<file path="src/rtl/running_avg.sv">
// running_avg: streaming moving-average engine over the last 2^LOG2_N
// samples. A circular buffer and a running sum give one average per accepted
// sample once the window is full; avg_pulse marks each delivered average.
module running_avg #(
  parameter int DATA_W = 8,
  parameter int LOG2_N = 3
) (
  input  logic              clk,
  input  logic              rst,
  input  logic              flush,
  input  logic              in_valid,
  input  logic [DATA_W-1:0] in_data,
  output logic              in_ready,
  output logic              out_valid,
  output logic [DATA_W-1:0] out_data,
  input  logic              out_ready,
  output logic              avg_pulse,
  output logic              full
);

  localparam int N     = 1 << LOG2_N;
  localparam int SUM_W = DATA_W + LOG2_N;

  typedef enum logic {
    FILL = 1'b0,
    RUN  = 1'b1
  } state_e;

  state_e              state_q, state_d;
  logic [DATA_W-1:0]   buf_q [N];
  logic [LOG2_N-1:0]   wp_q, wp_d;
  logic [LOG2_N-1:0]   fill_cnt_q, fill_cnt_d;
  logic [SUM_W-1:0]    sum_q, sum_d;
  logic                out_valid_q, out_valid_d;
  logic [DATA_W-1:0]   out_data_q, out_data_d;
  logic                avg_pulse_q, avg_pulse_d;

  logic                xfer_in;
  logic                xfer_out;
  logic                last_fill;
  logic                load_avg;
  logic [SUM_W-1:0]    new_sum;

  // Single output register with no skid buffer: accept input only when the
  // output slot is free or being drained this cycle.
  assign in_ready  = ~rst & ~flush & (~out_valid_q | out_ready);
  assign xfer_in   = in_valid & in_ready;
  assign xfer_out  = out_valid_q & out_ready;
  assign last_fill = (fill_cnt_q == LOG2_N'(N - 1));
  assign load_avg  = xfer_in & ((state_q == RUN) | last_fill);

  // The evicted entry is already part of the sum (zero during fill), so this
  // never underflows and the width never overflows.
  assign new_sum = sum_q + SUM_W'(in_data) - SUM_W'(buf_q[wp_q]);

  // Next-state logic for the FSM, window bookkeeping and output register.
  always_comb begin
    // NOTE: every _d gets a default hold value first so no path leaves a
    // variable unassigned, which would otherwise infer a latch.
    state_d     = state_q;
    wp_d        = wp_q;
    fill_cnt_d  = fill_cnt_q;
    sum_d       = sum_q;
    out_valid_d = out_valid_q;
    out_data_d  = out_data_q;
    avg_pulse_d = xfer_out;  // still reported when a drain meets a flush

    if (flush) begin
      state_d     = FILL;
      wp_d        = '0;
      fill_cnt_d  = '0;
      sum_d       = '0;
      out_valid_d = 1'b0;
      out_data_d  = '0;
    end else begin
      if (xfer_in) begin
        sum_d = new_sum;
        wp_d  = wp_q + LOG2_N'(1);
        if (state_q == FILL) begin
          if (last_fill) begin
            state_d    = RUN;
            fill_cnt_d = '0;
          end else begin
            fill_cnt_d = fill_cnt_q + LOG2_N'(1);
          end
        end
      end
      // A new load wins over a drain, giving back-to-back averages.
      if (load_avg) begin
        out_valid_d = 1'b1;
        out_data_d  = new_sum[SUM_W-1:LOG2_N];
      end else if (xfer_out) begin
        out_valid_d = 1'b0;
      end
    end
  end

  // State and datapath registers with synchronous reset.
  always_ff @(posedge clk) begin
    // NOTE: sequential state uses non-blocking assignments so every register
    // samples the pre-edge values regardless of statement order.
    if (rst) begin
      state_q     <= FILL;
      wp_q        <= '0;
      fill_cnt_q  <= '0;
      sum_q       <= '0;
      out_valid_q <= 1'b0;
      out_data_q  <= '0;
      avg_pulse_q <= 1'b0;
    end else begin
      state_q     <= state_d;
      wp_q        <= wp_d;
      fill_cnt_q  <= fill_cnt_d;
      sum_q       <= sum_d;
      out_valid_q <= out_valid_d;
      out_data_q  <= out_data_d;
      avg_pulse_q <= avg_pulse_d;
    end
  end

  // Sample window storage, cleared in one cycle on rst/flush.
  always_ff @(posedge clk) begin
    // NOTE: this buffer is deliberately reset: the running sum subtracts the
    // evicted entry, which must read as zero while the window is filling.
    if (rst || flush) begin
      for (int i = 0; i < N; i++) begin
        buf_q[i] <= '0;
      end
    end else if (xfer_in) begin
      buf_q[wp_q] <= in_data;
    end
  end

  assign out_valid = out_valid_q;
  assign out_data  = out_data_q;
  assign avg_pulse = avg_pulse_q;
  assign full      = (state_q == RUN);

endmodule

</file>
<file path="config.mk">
export PLATFORM = sky130hd
export DESIGN_NAME = running_avg
export DESIGN_NICKNAME = d
export VERILOG_FILES = /design/src/rtl/running_avg.sv
export SDC_FILE = /design/constraint.sdc
export NUM_CORES = 1
export LEC_CHECK = 0
export ABC_AREA = 1
export BUFFER_PORTS_ARGS = -buffer_cell sky130_fd_sc_hd__buf_2
export CORE_UTILIZATION = 45
export DETAILED_ROUTE_END_ITERATION = 12
export GPL_TIMING_DRIVEN = 0
export HOLD_SLACK_MARGIN = 0.06
export PLACE_DENSITY = 0.74
export SYNTH_ARGS = -nofsm -noshare
export SYNTH_HDL_FRONTEND = slang
export SYNTH_SLANG_ARGS = --single-unit
export TNS_END_PERCENT = 5
</file>
<file path="constraint.sdc">
create_clock -name clk -period 3.7 [get_ports clk]
set_input_delay 0.74 -clock clk [delete_from_list [all_inputs] [get_ports clk]]
set_output_delay 0.74 -clock clk [all_outputs]
set_load 0.05 [all_outputs]
</file>
==> out/metrics.csv, run 1 <==
stage,metric,value,unit
global_routing,grt_pass1_wl,17750,um
logic_synthesis,synth_area,0.004832,mm^2
clocking,cts-buffers-inserted,9,
sta,fin_crit,3.337,ns
floorplan,die_y,105.6,um
setup_path,crit_type,reg2reg,
hold_path,min_delay_path_depth,2,
routing,drt_wl_total,10910,um
place,dp_hpwl,8234,um
setup_path,critPathLaunchType,register,
clocking,numClockSinks,95,
layout,stdcell_count,729,
setup_path,cp_slowest_cell,dfxtp_1,
sta,max_freq,299.7,MHz
setup_path,end_kind,register,
layout,nNetsFinal,624,
clocking,cts_root_buffer,clkbuf_8,
logic_synthesis,synth_warnings,0,
layout,fillCellCount,961,
sta,final_hold_viol_count,0,
power,ir_worst_vdd,0.2497,mV
place,post-place-cells,714,
setup_path,reg2reg_to,out_data[7]$_SDFFE_PP0P_,
place,detailedPlace.worstSlack,0.4230,ns
setup_path,path_cells,clkbuf_1 > nor2_1 > o32ai_1 > nand2_1 > nand2_1 > fa_1 > inv_1 > ha_1 > a21oi_1 > nand2_1 > nand2_1 > nand3_1 > nand2_1 > nand3_1 > nand2_1 > inv_1,
logic_synthesis,ys_seq_area_frac,0.5262,
setup_path,critical_path_required,3.97,ns
setup_path,worstPathMaxFanout,10,
sta,setup_viol,0,
clocking,clock_path_buffers,2,
logic_synthesis,synth_nets,589,
logic_synthesis,avgSynthCellArea,8.722,um^2
routing,vias,3743,
sta,totalNegativeSetupSlack,0,ns
layout,final_cell_mix,"nor2_1, nand2_1, edfxtp_1, inv_1, dfxtp_1",
place,postPlaceCellArea,0.005122,mm^2
routing,via_per_inst,5.134,
sta,relSlewSlack,0.6387,
sta,tightest_slew,0.5419,ns
run_status,status,"complete, no violations",
hold_path,hold_start,out_valid$_SDFFE_PP0P_,
layout,drive_gt1_frac,0.1062,
global_routing,antenna_found_initial,0,
routing,detail_route.wl_per_cell,14.97,um
sta,period_share,0.9018,
global_routing,grtUsageTotal,0.2091,
setup_path,critPathArrivalTime,3.61,ns
layout,n_antenna_cell,0,
clocking,cts-resized-gates,0,
global_routing,overflow,0,
hold_path,holdPathEnd,avg_pulse$_SDFF_PP0_,
clocking,clk_latency,0.36,ns
logic_synthesis,synthCells,554,
layout,multi_input_area,0.001948,mm^2
place,port_buffers,24,
power,power_density,461.7,mW/mm^2
logic_synthesis,ys_types,30,
hold_path,hold_class,reg2reg,
sta,fin_skew,0.01154,ns
floorplan,ios,25,
routing,drtIter0Drc,183,
routing,drt-pass1-iter-count,5,
setup_path,r2r_slack,0.36,ns
logic_synthesis,synth_seq_cells,95,
setup_path,slowest_delay,0.48,ns
floorplan,die_w,105.6,um
layout,final_common_cell,nor2_1,
clocking,cts_tree,done,
layout,area_growth,10.49,%
sta,drv_slew,0,
floorplan,core_area,0.01037,mm^2
clocking,postCtsHoldBufs,0,
setup_path,reg2reg_depth,16,
run,cap_violations,0,
sta,layout_setup_ws,0.3635,ns
floorplan,start_util,0.4660,
floorplan,die_area,0.01116,mm^2
global_routing,grt_pass1_vias,3564,
floorplan,rows,37,
sta,rsz0062_at_grt,no,
place,gp_congestion,0.8978,
setup_path,crit_path_frequent_cell,nand2_1,
layout,post-route-cell-area,0.005339,mm^2
clocking,path_clk_slew,0.09,ns
global_routing,grt_max_degree,17,
routing,drtAntennaViolNets,0,
clocking,cts.htree.levels,3,
clocking,post_cts_buffers,0,
power,p_leak,2.430,nW
routing,drc,0,
layout,seqCellArea,0.002542,mm^2
[worst max-delay path, delay by kind of cell, from the launching register on]
kind / cells / cell delay, ns
compound gates: 2 / 0.68
fa+ha+maj: 2 / 0.69
buf+inv: 3 / 0.52
flops: 1 / 0.48
simple gates: 9 / 0.87
[worst max-delay path by stage]
stage | cells past startpoint | to
2_1_floorplan | 11 | out_data[3]$_SDFFE_PP0P_
5_1_grt | 17 | out_data[5]$_SDFFE_PP0P_
3_3_place_gp | 17 | out_data[7]$_SDFFE_PP0P_
4_1_cts | 16 | out_data[7]$_SDFFE_PP0P_
6_report | 16 | out_data[7]$_SDFFE_PP0P_
3_5_place_dp | 16 | out_data[7]$_SDFFE_PP0P_
[state kept, by name, summed over array words and instances, names as in the netlist, named ones only]
register and cells:
buf_q 64, sum_q 11, out_data 8, fill_cnt_q 3, wp_q 3, avg_pulse 1
full 1, out_valid 1
[layout make-up]
class,count,share of cell area
inverter,68,0.04781
buffer,16,0.01617
clock buffer,9,0.02320
multi-input combinational,375,0.3649
sequential,95,0.4762
clock inverter,6,0.01734
tap,136,0.03187
timing repair buffer,24,0.02250
[logic make-up (layout without fill, tap and decap cells)]
kind of cell / Yosys count / after routing / share of synthesized area
XOR/XNOR: 4 / 4 / 0.007251
AND/OR/NAND/NOR: 289 / 289 / 0.2506
AO/OA/AOI/OAI: 60 / 60 / 0.07587
buffers and inverters: 84 / 123 / 0.07069
flip-flops: 95 / 95 / 0.5262
adder cells (fa/ha/maj): 22 / 22 / 0.06939
[metrics by stage]
step	power (mW)	hold slack, ns	util
global placement	1.705	0.4358	0.4940
finish	2.465	0.4604	0.5148
floorplan	1.585	0.4347	-
global route	2.578	0.4663	0.5148
CTS	2.464	0.4609	0.5148
detailed placement	1.717	0.4487	0.4940
[synthesized netlist by cell type]
cell      instances  area [um^2]
nor2_1          150        563.0
nand2_1          98        367.9
edfxtp_1         64         1922
inv_1            59        221.5
dfxtp_1          31        620.6
o21ai_0          27        135.1
nand3_1          21        105.1
o32ai_1          16        140.1
ha_1             14        175.2
a21oi_1          11        55.05
clkbuf_1          8        30.03
fa_1              8        160.2
nand2_2           8        50.05
clkinv_1          7        26.28
buf_2             3        15.01
buf_6             3        33.78
nor2_4            3        33.78
o21ai_1           3        15.01
buf_1             2        7.510
inv_2             2        7.510
nand3b_1          2        15.01
nand4_1           2        12.51
nor2_8            2        40.04
o31ai_1           2        15.01
xnor2_1           2        17.52
xor2_1            2        17.52
a31oi_1           1        6.260
nand2_4           1        11.26
nor2_2            1        6.260
or2_2             1        6.260
[per-layer routing]
layer / share of wire / global-route usage / routed length [um]
met3: 0.057 / 0.02721 / 621
met2: 0.48 / 0.3623 / 5277
met4: 0.024 / 0.08631 / 259
met5: 0 / 0 / 0
met1: 0.44 / 0.2640 / 4756
[power by group]
group | switching, mW | internal, mW | total (mW)
registers | 0.0182 | 1.17 | 1.19
clock network | 0.383 | 0.382 | 0.765
logic | 0.337 | 0.170 | 0.508
total | 0.738 | 1.73 | 2.47
(Power assumes the default switching activity.)
==> inputs of run 2 (changes only) <==
Settings changed: PLACE_DENSITY 0.74 to 0.67.
==> out/metrics.csv, run 2 (synthesized netlist as in run 1, its figures left out) <==
stage,metric,value,unit,change
floorplan,core_area,0.01037,mm^2,unchanged
setup_path,end_kind,register,,unchanged
power,power_density,443.3,mW/mm^2,was 461.7 mW/mm^2
global_routing,grt_pass1_vias,3497,,was 3564
layout,drive_gt1_frac,0.1077,,was 0.1062
setup_path,cp_slowest_cell,fa_1,,was dfxtp_1
sta,setup_viol,0,,unchanged
run,cap_violations,0,,unchanged
clocking,post_cts_buffers,0,,unchanged
setup_path,path_delay_family,simple AND/OR/NAND/NOR gates,,unchanged
clocking,cts-resized-gates,0,,unchanged
layout,utilization,0.5118,,was 0.5148
setup_path,crit_buf_inv,4,,was 3
place,gp_congestion,0.9662,,was 0.8978
sta,max_freq,312.1,MHz,was 299.7 MHz
clocking,path_clk_slew,0.09,ns,about the same
global_routing,overflow,0,,unchanged
layout,n_antenna_cell,0,,unchanged
setup_path,crit_path_frequent_cell,nand2_1,,unchanged
clocking,clk_latency,0.37,ns,was 0.36 ns
routing,drtAntennaViolNets,0,,unchanged
routing,drt_wl_total,10940,um,was 10910 um
routing,vias,3753,,was 3743
power,total_power,2.353,mW,was 2.465 mW
setup_path,slowest_delay,0.41,ns,was 0.48 ns
power,ir_worst_vdd,0.2483,mV,was 0.2497 mV
place,dp_hpwl,8452,um,was 8234 um
global_routing,grt_pass1_wl,17620,um,was 17750 um
layout,nNetsFinal,624,,unchanged
global_routing,gr-max-usage-layer,met2,,unchanged
place,port_buffers,24,,unchanged
clocking,cts_tree,done,,unchanged
sta,tightest_slew,0.6097,ns,was 0.5419 ns
sta,final_hold_viol_count,0,,unchanged
sta,period_share,0.8659,,was 0.9018
setup_path,critical_path_required,3.97,ns,about the same
run_status,status,"complete, no violations",,unchanged
floorplan,die_w,105.6,um,unchanged
layout,final_common_cell,nor2_1,,unchanged
sta,drv_slew,0,,unchanged
power,p_leak,2.421,nW,was 2.430 nW
floorplan,die_area,0.01116,mm^2,unchanged
global_routing,antenna_found_initial,0,,unchanged
routing,via_per_inst,5.141,,was 5.134
setup_path,path_cells,inv_1 > clkbuf_1 > nor2_1 > o32ai_1 > nand2_1 > nand2_1 > fa_1 > inv_1 > ha_1 > a21oi_1 > nand2_1 > nand2_1 > nand3_1 > nand2_1 > nand3_1 > nand2_1 > inv_1,,was clkbuf_1 > nor2_1 > o32ai_1 > nand2_1 > nand2_1 > fa_1 > inv_1 > ha_1 > a21oi_1 > nand2_1 > nand2_1 > nand3_1 > nand2_1 > nand3_1 > nand2_1 > inv_1
routing,drtIter0Drc,301,,was 183
floorplan,start_util,0.4660,,unchanged
routing,detail_route.wl_per_cell,14.99,um,was 14.97 um
sta,rsz0062_at_grt,no,,unchanged
floorplan,rows,37,,unchanged
layout,regMostFlops,buf_q,,unchanged
sta,fin_crit,3.204,ns,was 3.337 ns
layout,area_growth,9.839,%,was 10.49%
floorplan,ios,25,,unchanged
setup_path,worstPathMaxFanout,10,,unchanged
global_routing,grt_use_met1,0.2771,,was 0.2640
clocking,postCtsHoldBufs,0,,unchanged
global_routing,grtUsageTotal,0.2090,,was 0.2091
clocking,numClockSinks,95,,unchanged
layout,final_cell_mix,"nor2_1, nand2_1, edfxtp_1, inv_1, dfxtp_1",,unchanged
layout,largest_register_ffs,64,,unchanged
clocking,cts.htree.levels,3,,unchanged
global_routing,met3_usage,0.03958,,was 0.02721
global_routing,grt_max_degree,19,,was 17
setup_path,critPathLaunchType,register,,unchanged
clocking,cts_root_buffer,clkbuf_8,,unchanged
clocking,cts-buffers-inserted,9,,unchanged
sta,relSlewSlack,0.5935,,was 0.6387
clocking,clock_path_buffers,2,,unchanged
floorplan,die_y,105.6,um,unchanged
routing,drt-pass1-iter-count,5,,unchanged
routing,drc,0,,unchanged
sta,totalNegativeSetupSlack,0,ns,unchanged
sta,fin_hold_ws,0.4549,ns,was 0.4604 ns
setup_path,critPathArrivalTime,3.47,ns,was 3.61 ns
sta,fin_skew,0.01605,ns,was 0.01154 ns
hold_path,hold_start,out_valid$_SDFFE_PP0P_,,unchanged
hold_path,hold_class,reg2reg,,unchanged
setup_path,crit_type,reg2reg,,unchanged
layout,fillCellCount,1017,,was 961
global_routing,grt_use_met2,0.3487,,was 0.3623
-- run 2: changes by cell type in the layout (fill, tap and decap cells not counted), sizes merged --
cell,previous run,this run
bufinv,2,0
clkinv,7,9
inv,63,65
clkinvlp,2,1
-- run 2: final cells by class --
| cell class | instances | area (um^2) | area share |
|---|---|---|---|
| flip-flops and latches | 95 | 2542 | 0.4790 |
| multi-input cells | 375 | 1948 | 0.3670 |
| inverters | 68 | 255.2 | 0.04809 |
| well taps | 136 | 170.2 | 0.03206 |
| clock buffers | 9 | 123.9 | 0.02334 |
| repair buffers | 24 | 120.1 | 0.02263 |
| plain buffers | 16 | 86.33 | 0.01627 |
| clock inverters | 7 | 61.31 | 0.01155 |
-- run 2: worst register-to-register path, cell delays in order (launching register included) --
cell	delay (ns)
dfxtp_1	0.39
inv_1	0.15
clkbuf_1	0.39
nor2_1	0.12
o32ai_1	0.32
nand2_1	0.09
nand2_1	0.10
fa_1	0.41
inv_1	0.07
ha_1	0.28
a21oi_1	0.28
nand2_1	0.10
nand2_1	0.09
nand3_1	0.07
nand2_1	0.08
nand3_1	0.08
nand2_1	0.07
inv_1	0.03
-- run 2: worst paths after layout --
path / endpoint / slack [ns] / cells after the start
setup / recovery: out_data[7]$_SDFFE_PP0P_ / 0.50 / 17
hold / removal: avg_pulse$_SDFF_PP0_ / 0.45 / 2
setup reg to reg: out_data[7]$_SDFFE_PP0P_ / 0.50 / 17
hold reg to reg: avg_pulse$_SDFF_PP0_ / 0.45 / 2
-- run 2: routing by layer --
metal,up-vias,wire length [um]
li1,1861,-
met1,1753,5029
met2,124,5146
met3,15,608
met4,0,160
met5,-,0
-- run 2: power breakdown --
group | internal, mW | leakage, nW | switching [mW] | total (mW)
clock | 0.259 | 0.0940 | 0.398 | 0.657
sequential | 1.17 | 0.964 | 0.0171 | 1.19
combinational | 0.168 | 1.36 | 0.336 | 0.504
-- run 2: per-stage QoR --
step / setup slack [ns] / area (um^2) / instances
6_report: 0.4961 / 5308 / 730
5_1_grt: 0.1461 / 5308 / 730
4_1_cts: 0.4879 / 5308 / 730
3_5_place_dp: 0.4997 / 5122 / 714
3_3_place_gp: 0.5357 / 5122 / 714
2_1_floorplan: 1.058 / 4832 / 554
==> inputs of run 3 (changes only) <==
Settings changed: ABC_AREA 1 to unset.
Clock period 3.7 ns to 3.6 ns, I/O delays scaled along.
==> out/metrics.csv, run 3 <==
stage,metric,value,unit,change
run_status,status,"finished, violations left",,"was complete, no violations"
run_status,violations,negative setup slack,,
setup_path,reg2reg_to,out_data[7]$_SDFFE_PP0P_,,unchanged
floorplan,ios,25,,unchanged
layout,area_growth,14.25,%,was 9.839%
clocking,cts_tree,done,,unchanged
floorplan,core_area,0.01089,mm^2,was 0.01037 mm^2
setup_path,cp-endpoint,out_data[7]$_SDFFE_PP0P_,,unchanged
setup_path,critPathLaunchType,register,,unchanged
global_routing,grtUsageTotal,0.2259,,was 0.2090
routing,vias,3519,,was 3753
sta,rsz0062_at_grt,yes,,was no
place,detailedPlace.worstSlack,-0.5722,ns,was 0.4997 ns
clocking,path_clk_slew,0.09,ns,about the same
floorplan,start_util,0.4645,,was 0.4660
global_routing,antenna_found_initial,0,,unchanged
global_routing,grt_pass1_vias,3479,,was 3497
routing,detail_route.wl_per_cell,19.76,um,was 14.99 um
power,combinationalPowerShare,0.267,,was 0.214
logic_synthesis,synth_area,0.005057,mm^2,was 0.004832 mm^2
layout,regMostFlops,buf_q,,unchanged
sta,layout_setup_ws,-0.007126,ns,was 0.4961 ns
layout,post-route-cell-area,0.005778,mm^2,was 0.005308 mm^2
setup_path,end_kind,register,,unchanged
sta,period_share,1.002,,was 0.8659
setup_path,worstPathMaxFanout,5,,was 10
sta,max_freq,277.2,MHz,was 312.1 MHz
logic_synthesis,synth_edf_count,64,,unchanged
setup_path,crit_type,reg2reg,,unchanged
clocking,cts_root_buffer,clkbuf_8,,unchanged
routing,drc,0,,unchanged
sta,final_hold_viol_count,0,,unchanged
setup_path,critical_path_required,3.86,ns,was 3.97 ns
logic_synthesis,synth_top_cell_by_area,edfxtp_1,,unchanged
power,switching_share,0.3099,,was 0.3193
floorplan,die_area,0.01167,mm^2,was 0.01116 mm^2
layout,nNetsFinal,497,,was 624
place,port_buffers,24,,unchanged
logic_synthesis,synthCells,422,,was 554
sta,fin_crit,3.607,ns,was 3.204 ns
routing,drtAntennaViolNets,0,,unchanged
layout,largest_register_ffs,64,,unchanged
logic_synthesis,synth_warnings,0,,unchanged
sta,fin_hold_ws,0.4716,ns,was 0.4549 ns
run,cap_violations,0,,unchanged
clocking,clock_path_buffers,2,,unchanged
power,p_sw,0.7969,mW,was 0.7513 mW
sta,setup_viol,1,,was 0
global_routing,grt_pass1_wl,18980,um,was 17620 um
power,power_density,445.1,mW/mm^2,was 443.3 mW/mm^2
logic_synthesis,synth_seq_cells,95,,unchanged
logic_synthesis,synth_nets,457,,was 589
power,p_clk_frac,0.257,,was 0.279
logic_synthesis,synth_common_cells,"edfxtp_1, dfxtp_1, nor3_1",,"was nor2_1, nand2_1, edfxtp_1"
sta,totalNegativeSetupSlack,-0.007126,ns,was 0 ns
logic_synthesis,ys_types,53,,was 30
global_routing,overflow,0,,unchanged
sta,drv_slew,0,,unchanged
routing,via_per_inst,5.797,,was 5.141
floorplan,die_w,108.0,um,was 105.6 um
logic_synthesis,synthArstFlopShare,0,,unchanged
floorplan,die_y,108.0,um,was 105.6 um
logic_synthesis,avgSynthCellArea,11.98,um^2,was 8.722 um^2
power,p_int,1.775,mW,was 1.601 mW
global_routing,grt_max_degree,17,,was 19
layout,final_cell_mix,"edfxtp_1, nor3_1, dfxtp_1, buf_2, inv_1",,"was nor2_1, nand2_1, edfxtp_1, inv_1, dfxtp_1"
layout,n_antenna_cell,0,,unchanged
logic_synthesis,yosysMostFrequentCell,edfxtp_1,,was nor2_1
routing,drt_wl_total,11990,um,was 10940 um
routing,drtIter0Drc,306,,was 301
power,p_leak,2.082,nW,was 2.421 nW
logic_synthesis,synth_top_area_frac,0.3800,,was 0.3977
sta,tightest_slew,1.403,ns,was 0.6097 ns
logic_synthesis,ys_seq_area_frac,0.5027,,was 0.5262
floorplan,rows,38,,was 37
setup_path,reg2reg_depth,13,,was 17
power,ir_worst_vdd,0.2521,mV,was 0.2483 mV
sta,fin_skew,0.01551,ns,was 0.01605 ns
setup_path,critPathArrivalTime,3.87,ns,was 3.47 ns
logic_synthesis,synthFlopType,edfxtp_1,,unchanged
clocking,postCtsHoldBufs,0,,unchanged
clocking,cts-buffers-inserted,9,,unchanged
place,gp_congestion,0.8531,,was 0.9662
clocking,cts.htree.levels,3,,unchanged
power,seq_power_share,0.477,,was 0.506
logic_synthesis,synthTopCellsByArea,"edfxtp_1, dfxtp_1, mux4_2",,"was edfxtp_1, dfxtp_1, nor2_1"
layout,drive_gt1_frac,0.2955,,was 0.1077
clocking,numClockSinks,95,,unchanged
place,dp_hpwl,8129,um,was 8452 um
layout,final_common_cell,edfxtp_1,,was nor2_1
layout,utilization,0.5307,,was 0.5118
setup_path,r2r_slack,-0.007,ns,was 0.50 ns
place,postPlaceCellArea,0.005364,mm^2,was 0.005122 mm^2
sta,relSlewSlack,0.05681,,was 0.5935
hold_path,hold_class,reg2reg,,unchanged
clocking,clk_latency,0.38,ns,was 0.37 ns
routing,drt-pass1-iter-count,4,,was 5
==> run 3: cell types whose count changed in the layout (fill, tap and decap cells not counted), sizes merged, moves of 10 or more <==
| cell | before | now |
|---|---|---|
| nand3 | 21 | 6 |
| nor4 | 0 | 17 |
| nor3 | 0 | 53 |
| mux2 | 0 | 10 |
| clkbuf | 17 | 29 |
| inv | 65 | 29 |
| nand2 | 107 | 21 |
| buf | 32 | 44 |
| mux4 | 0 | 16 |
| o32ai | 16 | 0 |
| o21ai | 30 | 19 |
| nor2 | 156 | 14 |
==> run 3: cells by family (layout without fill, tap and decap cells) <==
group,count (synthesis),in the layout,synth area share
AOI/OAI and AO/OA,61,61,0.08338
xor gates and xnor gates,9,9,0.01559
adders and majority gates,22,22,0.06630
buffers and inverters,67,112,0.05715
DFF,95,95,0.5027
muxes,29,29,0.09946
and+or+nand+nor,139,139,0.1754
==> run 3: worst min-delay path by stage <==
stage                                startpoint               endpoint  cells after the start
after floorplan           sum_q[0]$_SDFFE_PP0P_  sum_q[0]$_SDFFE_PP0P_                      2
final                     sum_q[0]$_SDFFE_PP0P_  sum_q[0]$_SDFFE_PP0P_                      2
after global routing      sum_q[0]$_SDFFE_PP0P_  sum_q[0]$_SDFFE_PP0P_                      2
after CTS                 sum_q[0]$_SDFFE_PP0P_  sum_q[0]$_SDFFE_PP0P_                      2
after detailed placement  sum_q[0]$_SDFFE_PP0P_  sum_q[0]$_SDFFE_PP0P_                      2
after global placement    sum_q[1]$_SDFFE_PP0P_  sum_q[1]$_SDFFE_PP0P_                      2
==> run 3: area by class of cell <==
cell class	count	area [um^2]
well taps	140	175.2
multi-input cells	260	2349
repair buffers	32	230.2
inverters	34	127.6
clock buffers	12	145.1
plain buffers	30	175.2
clock inverters	4	31.28
flip-flops and latches	95	2545
fillers	950	5110
==> run 3: metrics by stage <==
step,power [mW],instances
after global placement,1.804,586
after detailed placement,1.820,586
after floorplan,1.682,422
final,2.572,607
after CTS,2.514,605
after global routing,2.705,607
==> run 3: layer usage <==
| metal | part of all wire | vias to the layer above | track usage |
|---|---|---|---|
| li1 | - | 1641 | - |
| met1 | 0.42 | 1722 | 0.2887 |
| met2 | 0.49 | 130 | 0.3640 |
| met3 | 0.063 | 26 | 0.06209 |
| met4 | 0.026 | 0 | 0.08904 |
| met5 | 0 | - | 0 |
==> run 3: repair_timing <==
item | in CTS | in global routing
hold endpoints to repair | 0 | 0
gates resized for setup | 16 | 17
buffers inserted | 5 | 2
cloned | 1 | 0
endpoints found under the setup margin | 16 | 10
pin swaps | 6 | 8
==> run 3: worst max-delay path, stage by stage (launching register included) <==
cell and delay, ns:
dfxtp_2 0.33, buf_6 0.13, buf_12 0.13, mux4_2 0.52, mux2_4 0.29, fa_1 0.50, inv_2 0.05, ha_4 0.20
buf_6 0.12, a2111oi_4 0.38, o21ai_4 0.13, a2111oi_4 0.47, or3b_1 0.17, nand3_1 0.05
==> run 3: power by group through the flow <==
| stage | Sequential [mW] | Combinational [mW] | Clock, mW |
|---|---|---|---|
| 2_1_floorplan | 1.24 | 0.439 | 0 |
| 3_3_place_gp | 1.25 | 0.556 | 0 |
| 3_5_place_dp | 1.25 | 0.569 | 0 |
| 4_1_cts | 1.23 | 0.612 | 0.676 |
| 5_1_grt | 1.23 | 0.753 | 0.722 |
| 6_report | 1.23 | 0.686 | 0.660 |
